==> config.mk <==
export PLATFORM = sky130hd
export DESIGN_NAME = hazard_dest_pipe
export DESIGN_NICKNAME = d
export VERILOG_FILES = /design/src/rtl/hazard_dest_pipe.sv
export SDC_FILE = /design/constraint.sdc
export NUM_CORES = 1
export LEC_CHECK = 0
export BUFFER_PORTS_ARGS = -buffer_cell sky130_fd_sc_hd__buf_2
export CAP_MARGIN = 30
export CORE_MARGIN = 8
export CORE_UTILIZATION = 45
export DETAILED_ROUTE_END_ITERATION = 7
export PLACE_DENSITY = 0.79
export SLEW_MARGIN = 20
export SYNTH_ARGS = -nofsm -noshare
export SYNTH_HDL_FRONTEND = slang
export SYNTH_SLANG_ARGS = --single-unit
==> constraint.sdc <==
create_clock -name clk -period 1.8 [get_ports clk]
set_input_delay 0.09 -clock clk [delete_from_list [all_inputs] [get_ports clk]]
set_output_delay 0.09 -clock clk [all_outputs]
set_load 0.01 [all_outputs]
==> src/rtl/hazard_dest_pipe.sv <==
// ---------------------------------------------------------------------------
// hazard_dest_pipe
//
// Carries source/destination register information for in-flight
// instructions through the ID/EX, EX/MEM and MEM/WB stages. It drives the
// forwarding unit and detects load-use hazards. A load-use hazard produces
// a one-cycle stall, and a saturating counter records each stall cycle.
//
// Parameters
//   REG_W   register-index width
//   CNT_W   stall-counter width
//
// Ports
//   clk            pipeline clock; all state updates on the rising edge
//   rst            synchronous, active-high reset
//   id_valid       ID stage holds a real instruction
//   id_rs, id_rt   source registers of the ID instruction
//   id_uses_rt     ID instruction reads rt as an operand
//   id_dest        destination register of the ID instruction
//   id_regwrite    ID instruction writes the register file
//   id_memread     ID instruction is a load
//   flush          taken branch/jump resolved in EX; kill the ID instruction
//   cnt_clr        clear the stall counter
//   IDEX_Rs/Rt     rs/rt held in ID/EX
//   MemDest        dest held in EX/MEM
//   MEM_RegWrite   EX/MEM instruction writes a register
//   WriteBackDest  dest held in MEM/WB
//   RegWriteWB     MEM/WB instruction writes a register
//   stall          load-use stall: hold PC and IF/ID, insert a bubble
//   stall_cnt      saturating count of stall cycles
// ---------------------------------------------------------------------------
module hazard_dest_pipe #(
  parameter int REG_W = 5,
  parameter int CNT_W = 16
) (
  input  logic             clk,
  input  logic             rst,
  input  logic             id_valid,
  input  logic [REG_W-1:0] id_rs,
  input  logic [REG_W-1:0] id_rt,
  input  logic             id_uses_rt,
  input  logic [REG_W-1:0] id_dest,
  input  logic             id_regwrite,
  input  logic             id_memread,
  input  logic             flush,
  input  logic             cnt_clr,
  output logic [REG_W-1:0] IDEX_Rs,
  output logic [REG_W-1:0] IDEX_Rt,
  output logic [REG_W-1:0] MemDest,
  output logic             MEM_RegWrite,
  output logic [REG_W-1:0] WriteBackDest,
  output logic             RegWriteWB,
  output logic             stall,
  output logic [CNT_W-1:0] stall_cnt
);

  typedef struct packed {
    logic             valid;
    logic [REG_W-1:0] rs;
    logic [REG_W-1:0] rt;
    logic [REG_W-1:0] dest;
    logic             rw;
    logic             mr;
  } idex_t;

  // The load flag is only needed in ID/EX. Nothing downstream of EX
  // consumes it, so the later stages hold only valid, dest and rw.
  typedef struct packed {
    logic             valid;
    logic [REG_W-1:0] dest;
    logic             rw;
  } late_t;

  idex_t idex_q, idex_d;
  late_t exmem_q, exmem_d;
  late_t memwb_q;

  logic hz;
  logic rt_match;
  logic rs_match;

  // Load-use detect. A load to $0 is never a producer.
  always_comb begin
    rs_match = (idex_q.dest == id_rs);
    rt_match = id_uses_rt && (idex_q.dest == id_rt);
    hz       = idex_q.valid && idex_q.mr && (idex_q.dest != '0) &&
               id_valid && (rs_match || rt_match);
    // A flushed ID instruction is discarded, so it cannot cause a stall.
    stall    = hz && !flush;
  end

  // ID/EX next value. A bubble has every field at 0, so all outputs read
  // as 0 while it moves down the pipe.
  always_comb begin
    idex_d = '0;
    if (id_valid && !flush && !stall) begin
      idex_d.valid = 1'b1;
      idex_d.rs    = id_rs;
      idex_d.rt    = id_rt;
      idex_d.dest  = id_dest;
      // A write to $0 is discarded here, so it never shows as active.
      idex_d.rw    = id_regwrite && (id_dest != '0);
      idex_d.mr    = id_memread;
    end
  end

  always_comb begin
    exmem_d       = '0;
    exmem_d.valid = idex_q.valid;
    exmem_d.dest  = idex_q.dest;
    exmem_d.rw    = idex_q.rw;
  end

  // EX/MEM and MEM/WB never stall; they advance every cycle.
  always_ff @(posedge clk) begin
    if (rst) begin
      idex_q  <= '0;
      exmem_q <= '0;
      memwb_q <= '0;
    end else begin
      idex_q  <= idex_d;
      exmem_q <= exmem_d;
      memwb_q <= exmem_q;
    end
  end

  // Stall counter. Clear wins over increment, and the count saturates
  // instead of wrapping.
  always_ff @(posedge clk) begin
    if (rst || cnt_clr) begin
      stall_cnt <= '0;
    end else if (stall && (stall_cnt != '1)) begin
      stall_cnt <= stall_cnt + 1'b1;
    end
  end

  assign IDEX_Rs       = idex_q.rs;
  assign IDEX_Rt       = idex_q.rt;
  assign MemDest       = exmem_q.dest;
  assign MEM_RegWrite  = exmem_q.valid && exmem_q.rw;
  assign WriteBackDest = memwb_q.dest;
  assign RegWriteWB    = memwb_q.valid && memwb_q.rw;

endmodule

==> Yosys cells after proc, flatten, opt, wreduce, memory -nomap -nowiden <==
Index checks and enable logic that the tools add are counted.
W data, S select, Z words.
{ "word_totals": {"reg_bits": 48, "latchBits": 0, "ram_bits": 0, "romBits": 0, "input_bits": 23, "out_inout_bits": 39, "elab_cells": 38, "mem_count": 0} }
{ "classes": {"n_addsub": 1, "multipliers": 0, "n_div": 0, "magnitude_cmp": 0, "n_eq_ne": 3, "shift": 0, "n_mux": 1, "bitwise": 1, "reduce_logical": 19} }
{ "op_table": {"columns": ["cell", "n"], "rows": [
  ["$mux W18", 1],
  ["$add A16 B1 Y16 const B", 1],
  ["$ne A16 B16 Y1 const B", 1],
  ["$logic_and A1 B1 Y1", 12],
  ["$eq A5 B5 Y1", 2],
  ["$reduce_bool A5 Y1", 2],
  ["$logic_not A1 Y1", 2],
  ["$logic_or A1 B1 Y1", 2],
  ["$reduce_or A2 Y1", 1],
  ["$not A1 Y1", 1]
]} }

==> Depth between registers and ports, before layout <==
Gate-level depths: netlist of run 1.
{ "logic_depth": {"word_depth": 9, "depth_mapped": 8} }

==> Worst setup path after synthesis of run 1 <==
OpenSTA, ideal clock, no wires.
{ "synth_path": {"path_type": "register to register", "start": "register stall_cnt[0]", "end": "register stall_cnt[10]", "setup_time_ns": 0.070, "arrival_time_ns": 1.741, "required_time_ns": 1.730, "slack_ns": -0.011, "stages_incl_launch_ff": 8, "n_path_buf": 1, "period_less_slack_ns": 1.811, "cell_sequence": "dfxtp_1 -> ha_1 -> and4_1 -> nand4bb_1 -> nand2_1 -> buf_2 -> or4_1 -> a21oi_1"} }
{ "synth_between": {"elab_chain_cells": 2} }
{ "synth_lines": {"columns": ["item", "line_no", "rtl"], "rows": [
  ["start, declared", "54", "output logic [CNT_W-1:0] stall_cnt"],
  ["start signal, assigned", "133", "stall_cnt <= stall_cnt + 1'b1;"],
  ["branches (longest 2 deep; another with $add A16 B1 Y16)", null, null]
]} }
Parallel ways; which one is timed is not known.
A chain may end at the register's enable or synchronous reset.

==> Worst setup path after layout of run 1 <==
{ "layout_path": {"start": "register idex_q, in the netlist exmem_d[3]", "end": "register stall_cnt[12]"} }
{ "layout_between": {"elab_chain_cells": 6} }
{ "layout_lines": {"columns": ["item", "line_no", "rtl"], "rows": [
  ["start, declared", "74", "idex_t idex_q, idex_d;"],
  ["start signal, assigned", "121", "idex_q <= idex_d;"],
  ["$eq A5 B5 Y1 or $reduce_bool A5 Y1 (tied branches)", "85, 86", null],
  ["$logic_and A1 B1 Y1, on equally long branches", "85, 86", null],
  ["$logic_or A1 B1 Y1 or $logic_and A1 B1 Y1 (tied branches)", "87, 86", null],
  ["$logic_and A1 B1 Y1 *", "87", "id_valid && (rs_match || rt_match);"],
  ["$logic_and A1 B1 Y1 *", "89", "stall = hz && !flush;"],
  ["$logic_and A1 B1 Y1 *", "132", "end else if (stall && (stall_cnt != '1)) begin"]
]} }
Every way passes the cells marked *; elsewhere a longest branch is shown, timed or not.

==> results of run 1 <==
==> stage by stage <==
stage                     setup TNS [ns]  area, µm²  power [µW]  std cells
after global routing              -9.639       2859        2141        346
after floorplan                        0       2057        1177        216
after global placement           -0.1553       2397        1222        321
after detailed placement          -3.816       2397        1226        321
after CTS                         -3.028       2673        2052        338
final                             -6.540       2859        2084        346
==> cell usage in the layout, fill, tap and decap left out, types with 4 or more instances in the layout <==
cell                             n
sky130_fd_sc_hd__nand2_1         9
sky130_fd_sc_hd__clkbuf_8        6
sky130_fd_sc_hd__or4_4           4
sky130_fd_sc_hd__nor2_1          4
sky130_fd_sc_hd__buf_4          24
sky130_fd_sc_hd__dlygate4sd3_1   4
sky130_fd_sc_hd__buf_2          61
sky130_fd_sc_hd__a21oi_1         8
sky130_fd_sc_hd__nand4_1         4
sky130_fd_sc_hd__dfxtp_1        46
sky130_fd_sc_hd__nor3_1          4
sky130_fd_sc_hd__and2_1         12
sky130_fd_sc_hd__o31a_4          4
sky130_fd_sc_hd__buf_6           6
sky130_fd_sc_hd__or3_1           5
sky130_fd_sc_hd__o31ai_1        10
sky130_fd_sc_hd__and2_4          7
sky130_fd_sc_hd__nor2b_1        14
sky130_fd_sc_hd__or4_1           5
sky130_fd_sc_hd__nand3_1         7
sky130_fd_sc_hd__xor2_1          8
==> cells by family (layout without fill, tap and decap cells) <==
family	Yosys count	in the layout
compound gates	31	34
flops	48	48
simple gates	91	91
buf+inv	32	107
xor+xnor	10	10
mux	3	3
fa+ha+maj	1	1
==> routing by layer <==
layer / wire (µm) / part of all wire [%]
met1: 2345 / 39
met5: 0 / 0
met4: 202 / 3.3
met3: 364 / 6.0
met2: 3147 / 52
==> how the worst max path moves through the flow <==
stage,from,to,slack [ns]
after global routing,exmem_d[3],stall_cnt[12],-0.40
after detailed placement,exmem_d[4],stall_cnt[4],-0.21
after global placement,exmem_d[3],stall_cnt[0],-0.03
after floorplan,stall_cnt[0],stall_cnt[10],0.02
after CTS,exmem_d[2],stall_cnt[4],-0.16
final,exmem_d[3],stall_cnt[12],-0.32
==> final cells by class <==
class / count / share of cell area [%]
multi-input cells: 139 / 37.94
flip-flops and latches: 48 / 33.70
repair buffers: 96 / 21.44
clock buffers: 6 / 2.888
well taps: 52 / 2.276
clock inverters: 2 / 1.357
inverters: 3 / 0.3939
==> repair_timing <==
action	4_1_cts	5_1_grt
pin swaps	23	18
buffers inserted	6	3
resized for setup	16	27
gates cloned	1	3
endpoints found under the hold margin	2	2
hold buffers	2	2
setup endpoints to repair	34	35
==> registers in the layout (all words and copies together) (netlist names) <==
register	count
IDEX_Rs	5
WriteBackDest	5
stall_cnt	16
memwb_q	2
exmem_q	2
MemDest	5
exmem_d	7
IDEX_Rt	5
idex_q	1
==> power breakdown <==
part           internal (µW)  switching [µW]  leakage [µW]
clock                    455             370     0.0000614
sequential              1080            6.45      0.000389
combinational           85.0            91.9      0.000842
total                   1620             468       0.00129
==> results, run 1 <==
- The mean number of vias per cell is 5.526.
- The largest delay contributor family on the critical path is simple AND/OR/NAND/NOR gates.
- The max-slew violation count was 0.
- The first detailed-routing pass ran for 4 iterations.
- TritonCTS built the clock tree.
- The category of the most critical setup path is reg2reg.
- Summing the areas of all fa, ha and maj instances in the mapped netlist gives 0.6090% of the synthesized area.
- VDD sags by at most 336.9 µV.
- The share of the yosys chip area belonging to registers is 46.77%.
- The destination of the worst hold path is exmem_d[3].
- Counting cells, the worst reg-to-reg path comes to 6.
- When the netlist entered floorplanning its net count stood at 240.
- The class of the most critical hold timing path is in2reg.
- The number of maximum-capacitance constraint violations is 0.
- Summing all multi-input logic gate instances after layout gives 1085 µm².
- For this run, the top clock speed supported by timing is 0.4707 GHz.
- The area enclosed by the die boundary is 6984 µm².
- The die extent in y is 83.57 µm.
- The area added between synthesis and finish is 39.16%.
- The share of async-settable or async-resettable flops after synthesis is 0%.
- The placeable core area is 4384 µm².
- The maximum number of pins on one net before global-route repair is 21.
- The master cell of the clock root buffer is sky130_fd_sc_hd__clkbuf_8.
- The run finished, with violations left.
- For this run, the post-layout net count is 317.
- The leading register cell type out of synthesis is sky130_fd_sc_hd__dfxtp_1.
- The mean instance size in the synthesized netlist is 9.511 µm².
- On the final layout, the worst hold slack is 0.01108 ns.
- STA puts the critical path data arrival time at 2.36 ns.
- For met3 alone, demand over resource in global routing was 5.469%.
- Yosys mapped the design onto 37 distinct sky130hd cell types.
- The remaining routing DRC violations is 0.
- The hold path startpoint is id_dest[2].
- The capturing element type of the critical path is a flip-flop.
- The flip-flop and latch count after synthesis is 48.
- The final weighted congestion in routability-driven placement is 0.8138.
- met2 is the most crowded layer.
- STA classifies the critical path startpoint as a flip-flop.
- After synthesis, the largest family of logic cells by area is simple AND/OR/NAND/NOR gates.
- The mapped netlist covers 2054 µm².
- The peak per-stage delay on the critical path is 0.53 ns.
- The cell type with the highest aggregate area in the netlist is sky130_fd_sc_hd__dfxtp_1.
- After technology mapping, the gate count stands at 216.
- After clock tree synthesis, the clock-pin slew on the worst setup and hold paths is 0.09 ns.
- The number of cells on the critical path is 6.
- Setup slack on the critical path of the routed design comes to -0.3246 ns.
- The via count of the first global-routing pass is 1,792.
- The clock tree buffer depth is 2.
- The share of layout cells above drive strength 1 is 44.90%.
- By area the synthesized netlist is led by sky130_fd_sc_hd__dfxtp_1 (47%), sky130_fd_sc_hd__buf_4 (7.7%), sky130_fd_sc_hd__and2_1 (5.8%), sky130_fd_sc_hd__nor2b_1 (4.3%), sky130_fd_sc_hd__o31ai_1 (4.0%).
- The simple-gate area share of the yosys netlist is 26.25%.
- Setup violations remaining at the end of the flow were counted as 35.
- The number of sinks on the clock net is 48.
- The register-to-register setup slack is -0.32 ns.
- For this run, the number of Yosys warnings is 0.
- The initial antenna violation count is 0.
- The synthesized-area fraction occupied by ao, oa, aoi and oai cells is 10.35%.
- Row generation in the floorplan step produced 24 rows.
- The checks that failed: negative setup slack.
- Global routing used 14.36% of the available tracks.
- After legalization and detailed placement, the total HPWL measured 3762 µm.
- The number of instances on the worst hold path is 2.
- Buffers inserted during clock tree synthesis total 5.
- 62 I/O pins were placed.
- The count of port buffers added during placement is 61.
- Measured against its own limit, the worst slew margin works out to 37.46%.
- The met2 capacity usage during global routing is 25.33%.
- The total congestion overflow after global routing is 0.
- The worst setup timing slack at the placement stage is -0.2053 ns.
- The critical path goes through xor2_1 > nor4_2 > a32oi_2 > buf_6 > or4_1 > a21oi_1.
- The capturing point of the worst reg2reg path is stall_cnt[12].
- In the post-synthesis netlist, the cell with the most instances is sky130_fd_sc_hd__dfxtp_1.
- Setup repair after global routing could not meet its margin everywhere.
- In the global route stage, met1 resource usage came out at 14.99%.
- The initial utilization of the core area, before any placement, comes to 46.86%.
- The detailed router placed 1,912 vias in this run.
- The number of endpoints with negative hold slack in the final report came to 0.
- The clock insertion delay at the later pin of the skew report is 0.30 ns.
- Across the whole layout, storage elements account for 963.4 µm².
- In the synthesized netlist, the cells that appear most often are sky130_fd_sc_hd__dfxtp_1 (48), sky130_fd_sc_hd__buf_4 (21), sky130_fd_sc_hd__and2_1 (19).
- The clock tree skew after final layout is 0.004175 ns.
- The mux cell area share after synthesis is 1.462%.
- The first global-routing pass estimated 8383 µm of wire.
- The worst path in the final design needs a cycle of 2.125 ns, including I/O delays and setup.
- At the end of the flow the core is filled with cells to 65.21%.
- For this block, the routed nets add up to 6059 µm of wire.
- The final critical path takes up 118.0% of the cycle.
- For the pin with the worst max-slew slack, the measured transition is 0.9361 ns.
- The number of flops mapped to enable cells by yosys is 0.
- In the final routed layout, each cell accounts on average for 17.51 µm.
- The number of antenna diodes in the final layout is 0.
- The detailed router finished its first iteration with 94 violations.
- The die width is 83.57 µm.
- The data required time of the worst path is 2.04 ns.
- The H-tree depth reported by CTS is 2.
- In this run the worst path has a maximum fanout of 6.
- The leakage dissipation is 0.001293 µW.
- The area share of xor/xnor cells in the synthesized design is 4.263%.
- The largest individual stage delay along the critical path comes from the cell sky130_fd_sc_hd__or4_1.
- The critical register-to-register path startpoint is exmem_d[3].
- In this run the power density over the cells is 729.0 nW/µm².
- The fill cell total of the finished layout is 326.
- The portion of synthesized cell area occupied by the leading cell type is 46.77%.
- The detail route stage leaves a number of antenna-violating nets equal to 0.
- The combined buffer and inverter count along the critical path is 1.
(Power assumes the default switching activity.)
==> run 2: changes to the inputs <==
- CORE_ASPECT_RATIO: default -> 1.75
- GPL_ROUTABILITY_DRIVEN: default -> 0
- PLACE_DENSITY: 0.79 -> 0.76
- clock period: 1.8 -> 2 ns (I/O delays scaled with it)
==> results, run 2 (synthesis results as in run 1) <==
- The run finished with clean final reports.
- Entering global routing, the biggest net connects 30 pins.
- The signal on the critical path passes through xor2_2 > nor4_2 > a32oi_2 > buf_12 > or4_4 > a21oi_2.
- The via count of the first global-routing pass is 1,678.
- For this run, the top clock speed supported by timing is 0.5177 GHz.
- The number of instances on the worst hold path is 2.
- Measured in cells, the most critical reg-to-reg path has a length of 6.
- The reported net switching power is 370.4 µW.
- Global routing consumed, over all layers together, 13.50% of the routing resources.
- The cell row count is 32.
- The capturing point of the worst reg2reg path is stall_cnt[5].
- The destination of the worst hold path is idex_q[0].
- In this run the remaining antenna-violating nets after routing total 0.
- The relative slew slack is 55.92%.
- Net switching is 22.21% of the power.
- The wire length of the first global-routing pass is 7596 µm.
- Along the worst path, the maximum fanout reaches 8.
- The final core utilization is 57.81%.
- The final number of setup-violating endpoints is 0.
- The startpoint identified for the worst register-to-register timing path is exmem_d[2].
- Dividing the detail-routed via count by the number of cells gives 5.409.
- The HPWL reported at the end of detailed placement is 3643 µm.
- The startpoint type of the worst setup path is a flip-flop.
- In this run the count of I/O pins placed on the die edge is 62.
- The time the worst path needs with I/O delays and setup is 1.932 ns.
- After detailed routing, the number of remaining DRC violations is 0.
- The clock tree skew after final layout is 0.008890 ns.
- The number of iterations in the first detailed-routing pass is 4.
- Clock-pin slew was measured on the worst setup and hold paths at 0.09 ns.
- The number of DRC markers after the initial detailed-route iteration is 93.
- The peak per-stage delay on the critical path is 0.50 ns.
- The relative contribution of the clock network to total power is 34.7%.
- Sequential cells account for 58.4% of the total power.
- The number of antenna diodes in the final layout is 0.
- The final cycle utilization of the critical path is 96.58%.
- Counting the buffers created by CTS gives 5.
- Summed over all failing endpoints, the final setup total negative slack is 0 ns.
- The max-slew violation count is 0.
- From left edge to right edge, the die measures 67.08 µm.
- The number of endpoints with negative hold slack in the final report is 0.
- For this design the ratio of total power to cell area is 654.9 nW/µm².
- The detail-routed net length per standard cell is 15.39 µm.
- For the pin with the worst max-slew slack, the measured transition is 0.6588 ns.
- Counting flops per register, the top entry is stall_cnt.
- Leaving out fill and tap cells, the most frequent cells in the layout are sky130_fd_sc_hd__buf_2 (61), sky130_fd_sc_hd__dfxtp_1 (46), sky130_fd_sc_hd__and2_1 (19).
- The cell-internal power is 1297 µW.
- The master cell of the clock root buffer is sky130_fd_sc_hd__clkbuf_8.
- In this run the static leakage power is 0.001083 µW.
- The post-route netlist has 39.33% of its cells at a drive strength greater than 1.
- The area enclosed by the die boundary is 7069 µm².
- Setup repair after global routing could not meet its margin everywhere.
- The register with the most flip-flops in the layout has 16 of them.
- The wire length after detailed routing is 4895 µm.
- The fill cell total of the finished layout is 414.
- The clock insertion delay at the later pin of the skew report is 0.30 ns.
- In this run the deepest clock path goes through 2 buffers.
- In the final design database the tool counted 290 nets.
- The worst setup path is of the reg2reg kind.
- Port buffering added 61 buffers.
- In this run the vertical extent of the chip is 105.4 µm.
- The placeable core area is 4404 µm².
- The slowest stage of the critical path belongs to the cell sky130_fd_sc_hd__or4_4.
- The initial utilization of the core area, before any placement, comes to 46.65%.
- Clock tree synthesis found a total of 48 sinks.
- The hold path startpoint is id_memread.
- Setup slack on the worst reg-to-reg path comes out at 0.07 ns.
- The capturing element type of the critical path is a flip-flop.
- Summing over every cut layer, the via total after detailed routing is 1,720.
- For this run the aggregate overflow at the end of global routing stands at 0.
- On the final layout, the worst hold slack is 0.007288 ns.
- The largest voltage drop on the vdd net is 637.6 µV.
- The initial antenna violation count is 0.
- The commonest non-fill, non-tap cell in the layout is sky130_fd_sc_hd__buf_2.
- The clock tree synthesis step divided the H-tree into 2 levels.
- TritonCTS built the clock tree.
- Per report_power, the combinational group accounts for 6.8% of the total.
- The tool flagged a number of max-cap violations equal to 0.
- The data required time of the worst path is 2.24 ns.
- The signal arrival time at the worst endpoint is 2.17 ns.
- The area growth from synthesis to layout is 23.93%.
- The count of hold buffers inserted by post-cts repair is 0.
- The class of the most critical hold timing path is in2reg.
==> run 2: cell count changes in the layout (fill, tap and decap cells not counted), moves of 3 or more <==
cell,change
sky130_fd_sc_hd__a21oi_1,-5
sky130_fd_sc_hd__a21oi_2,+5
sky130_fd_sc_hd__and2_1,+7
sky130_fd_sc_hd__and2_4,-7
sky130_fd_sc_hd__buf_4,-16
sky130_fd_sc_hd__buf_6,-6
sky130_fd_sc_hd__dlygate4sd3_1,-4
sky130_fd_sc_hd__o31a_4,-4
sky130_fd_sc_hd__o31ai_2,+3
==> run 2: stage by stage <==
stage | instance area (µm²) | worst slack, ns | instances | power, µW
2_1_floorplan | 2054 | 0.1889 | 216 | 1059
3_3_place_gp | 2296 | 0.1283 | 307 | 1094
3_5_place_dp | 2296 | 0.04904 | 307 | 1096
4_1_cts | 2389 | 0.04737 | 315 | 1671
5_1_grt | 2546 | -0.002706 | 318 | 1739
6_report | 2546 | 0.06837 | 318 | 1668
==> run 2: worst max-delay path by stage <==
stage / end / startpoint / depth (start not counted)
after detailed placement: stall_cnt[10] / exmem_d[4] / 6
after global routing: stall_cnt[3] / stall_cnt[1] / 7
final: stall_cnt[5] / exmem_d[2] / 6
after global placement: stall_cnt[4] / exmem_d[4] / 6
after floorplan: stall_cnt[10] / stall_cnt[0] / 7
after CTS: stall_cnt[10] / exmem_d[4] / 6
==> run 2: cell type report <==
class / instances / area [µm²] / area share [%]
Multi-Input combinational cell: 136 / 977.2 / 38.38
Sequential cell: 48 / 965.9 / 37.94
Timing Repair Buffer: 72 / 435.4 / 17.10
Clock buffer: 6 / 82.58 / 3.243
Tap cell: 51 / 63.81 / 2.506
Inverter: 3 / 11.26 / 0.4423
Clock inverter: 2 / 10.01 / 0.3931
==> run 2: routing by layer <==
metal  wire length, µm  global-route usage, %  part of all wire (%)  vias up
met2              2647                  24.74                    54       72
met4               102                  5.414                   2.1        0
met5                 0                      0                     0        -
met3               418                  4.984                   8.5       11
li1                  -                      -                     -      835
met1              1727                  12.72                    35      802
==> run 2: worst max-delay path: cells and delay by family, from the launching register on <==
kind	cells	cell delay, ns
simple gates	2	0.79
flops	1	0.37
compound gates	2	0.36
buf+inv	1	0.21
xor+xnor	1	0.14
==> run 2: what timing repair did <==
item	in CTS	in global routing
endpoints found under the setup margin	0	17
hold endpoints to repair	0	0
setup buffers	0	1
gates resized for setup	0	24
==> run 2: power by group through the flow <==
| stage | combinational, µW | clock [µW] | sequential, µW |
|---|---|---|---|
| 4_1_cts | 99.1 | 596 | 975 |
| 3_3_place_gp | 96.9 | 0 | 997 |
| 6_report | 114 | 579 | 974 |
| 3_5_place_dp | 98.5 | 0 | 998 |
| 2_1_floorplan | 62.5 | 0 | 996 |
| 5_1_grt | 123 | 640 | 976 |
==> run 3: changes to the inputs <==
- ABC_AREA: default -> 1
- MAX_ROUTING_LAYER: default -> met4
- PLACE_DENSITY: 0.76 -> 0.75
==> results, run 3 <==
- The startpoint identified for the worst register-to-register timing path is stall_cnt[0].
- The tool flagged a number of max-cap violations equal to 0.
- The initial antenna violation count is 0.
- The commonest cells after synthesis are sky130_fd_sc_hd__nand2_1 (77), sky130_fd_sc_hd__nor2_1 (54), sky130_fd_sc_hd__dfxtp_1 (48).
- The number of clock buffers added by TritonCTS is 5.
- The clock-pin slew reported for the worst setup and hold paths after clock tree synthesis is 0.09 ns.
- In this run the standard cell core region covers 4977 µm².
- The path class of the tightest hold or removal check is in2reg.
- The master cell of the clock root buffer is sky130_fd_sc_hd__clkbuf_8.
- The mean number of vias per cell is 5.024.
- The fill cell total of the finished layout is 511.
- The clock tree skew after final layout is 0.01201 ns.
- The count of port buffers added during placement is 61.
- In the final layout, the share of cells above drive strength 1 is 25.75%.
- Once detail routing completed, the nets flagged for antenna violations numbered 0.
- The number of top-level pins is 62.
- The total instance count after detailed placement is 414.
- After global routing the overflow that remains totals 0.
- The maximum clock frequency is 0.5526 GHz.
- The commonest non-fill, non-tap cell in the layout is sky130_fd_sc_hd__nand2_1.
- The time the worst path needs with I/O delays and setup is 1.810 ns.
- For the worst-skew pair, the clock arrives at the later sink with an insertion delay of 0.30 ns.
- The via count of the first global-routing pass came to 2,123.
- The detailed router finished its first iteration with 154 violations.
- The share of the yosys chip area belonging to registers is 41.58%.
- The initial cell density of the core is 46.43%.
- The design draws 1908 µW.
- The worst setup path is of the reg2reg kind.
- The flow ran to the end, and the final reports show no timing, DRC or antenna violations.
- The area enclosed by the die boundary is 7775 µm².
- Entering global routing, the biggest net connects 19 pins.
- The area added between synthesis and finish is 15.16%.
- The flip-flop and latch count after synthesis is 48.
- The setup total negative slack is 0 ns.
- Row generation in the floorplan step produced 34 rows.
- The number of endpoints with negative hold slack in the final report is 0.
- The remaining routing DRC violations is 0.
- The max-slew violation count is 0.
- The setup check on the worst reg-to-reg path leaves a slack of 0.19 ns.
- At the worst endpoint, the required time is 2.22 ns.
- Counting flops with an async set or reset pin after synthesis yields a share of 0%.
- The worst setup path is captured at a flip-flop.
- In this run the horizontal extent of the chip is 70.17 µm.
- The number of cells on the worst reg-to-reg path is 9.
- Setup repair after global routing left no endpoint under its margin.
- The leading register cell type out of synthesis is sky130_fd_sc_hd__dfxtp_1.
- The mean instance size in the synthesized netlist is 7.111 µm².
- Along the worst path, the maximum fanout reaches 18.
- For the pin with the worst max-slew slack, the measured transition is 0.6057 ns.
- The relative slew slack is 59.58%.
- The die is 110.8 µm tall.
- In the layout the commonest cells are sky130_fd_sc_hd__nand2_1 (77), sky130_fd_sc_hd__buf_2 (61), sky130_fd_sc_hd__nor2_1 (54).
- Of all cell types, the one taking the most synthesized area is sky130_fd_sc_hd__dfxtp_1.
- The cell count after synthesis came out at 325.
- Summed over all cells, the static leakage comes to 0.001327 µW.
- The worst setup path endpoint is stall_cnt[13].
- The clock tree buffer depth is 2.
- The detail-routed net length per standard cell is 13.14 µm.
- The number of nets in the layout is 392.
- The clock tree from TritonCTS is built.
- The clock tree synthesis step divided the H-tree into 2 levels.
- Wires add up to 5560 µm.
- The netlist uses 28 different library cells.
- The final critical path takes up 90.48% of the cycle.
- The final number of setup-violating endpoints is 0.
- The number of iterations in the first detailed-routing pass is 5.
- The most common cell in the synthesized netlist is sky130_fd_sc_hd__nand2_1.
- Detailed routing inserted a total of 2,125 vias.
- 0 antenna diodes ended up in the layout.
- The post-synth net total is 349.
- Yosys mapped a number of flops with a built-in enable equal to 0.
- For the worst setup path, the data arrival time is 2.03 ns.
- The startpoint of the worst setup timing path is stall_cnt[0].
- The number of warnings reported in the yosys synthesis log is 0.
- The power density over the cells is 716.9 nW/µm².
- The portion of synthesized cell area occupied by the leading cell type is 41.58%.
- The finished layout holds 423 standard cells, fillers aside.
- The worst setup path is launched from a flip-flop.
- For this run, the total global-route usage over all layers was measured as 14.71%.
- IR analysis of the VDD net gives a maximum drop of 550.1 µV.
- The first global-routing pass estimated 9280 µm of wire.
- The capturing point of the worst reg2reg path is stall_cnt[13].
- The register with the most flip-flops in the final layout is stall_cnt.
- The number of sinks on the clock net is 48.
- The HPWL reported at the end of detailed placement is 4327 µm.
- Ranked by total cell area, the synthesized netlist is headed by sky130_fd_sc_hd__dfxtp_1 (42%), sky130_fd_sc_hd__nand2_1 (13%), sky130_fd_sc_hd__nor2_1 (8.8%), sky130_fd_sc_hd__inv_1 (6.8%), sky130_fd_sc_hd__buf_4 (6.5%).
- The number of flip-flops in the largest register is 16.
- The area of the mapped netlist is 2311 µm².
-- run 3: per-layer routing --
layer / GRT usage [%] / vias up / share of wire [%]
li1: - / 1067 / -
met1: 13.63 / 972 / 38
met2: 26.82 / 72 / 54
met3: 3.674 / 14 / 4.9
met4: 7.412 / 0 / 2.7
met5: - / - / 0
-- run 3: repair_timing --
action,in CTS,in global routing
setup endpoints to repair,0,1
resized for setup,0,1
setup buffers,0,0
hold buffers,1,0
endpoints found under the hold margin,1,0
-- run 3: kinds of logic after synthesis --
| family | synth area share [%] |
|---|---|
| and+or+nand+nor | 33.84 |
| DFF | 41.58 |
| AOI/OAI and AO/OA | 4.656 |
| xor gates and xnor gates | 3.032 |
| adders and majority gates | 0.5413 |
| buffers and inverters | 16.35 |
-- run 3: how the worst min path moves through the flow --
stage / depth (start not counted) / endpoint / startpoint / slack [ns]
final: 3 / exmem_d[2] / id_dest[1] / 0.02
after global routing: 3 / exmem_d[2] / id_dest[1] / 0.007
after CTS: 3 / exmem_d[2] / id_dest[1] / 0.004
after detailed placement: 3 / idex_q[0] / id_memread / 0.32
after global placement: 3 / idex_q[0] / id_memread / 0.32
after floorplan: 2 / IDEX_Rs[4] / id_rs[4] / 0.21
-- run 3: stage by stage --
stage / hold WS [ns] / instance area [µm²] / worst slack (ns) / utilization, %
2_1_floorplan: 0.2122 / 2311 / 0.3630 / -
3_3_place_gp: 0.3212 / 2509 / 0.2926 / 50.40
3_5_place_dp: 0.3215 / 2509 / 0.2252 / 50.40
4_1_cts: 0.004130 / 2656 / 0.1376 / 53.37
5_1_grt: 0.006926 / 2661 / 0.02971 / 53.47
6_report: 0.01577 / 2661 / 0.1905 / 53.47
-- run 3: report_power, final --
part / total [µW] / switching (µW) / internal, µW
combinational: 103 / 63.2 / 39.9
sequential: 975 / 6.07 / 969
clock: 830 / 327 / 503
total: 1910 / 396 / 1510
-- run 3: worst max-delay path, stage by stage (launching register included) --
cell	delay [ns]
sky130_fd_sc_hd__dfxtp_1	0.39
sky130_fd_sc_hd__ha_1	0.21
sky130_fd_sc_hd__nand2_1	0.13
sky130_fd_sc_hd__nor2_4	0.19
sky130_fd_sc_hd__nand2_2	0.10
sky130_fd_sc_hd__nor2_4	0.11
sky130_fd_sc_hd__nand2_4	0.13
sky130_fd_sc_hd__nand3_4	0.25
sky130_fd_sc_hd__nand2_1	0.08
sky130_fd_sc_hd__a21oi_1	0.14
-- run 3: layout make-up --
type / instances / area, µm² / share of cell area [%]
repair buffers: 64 / 330.3 / 12.41
clock inverters: 3 / 68.82 / 2.586
well taps: 54 / 67.56 / 2.539
clock buffers: 5 / 68.82 / 2.586
multi-input cells: 199 / 977.2 / 36.72
inverters: 50 / 187.7 / 7.052
flip-flops and latches: 48 / 960.9 / 36.11
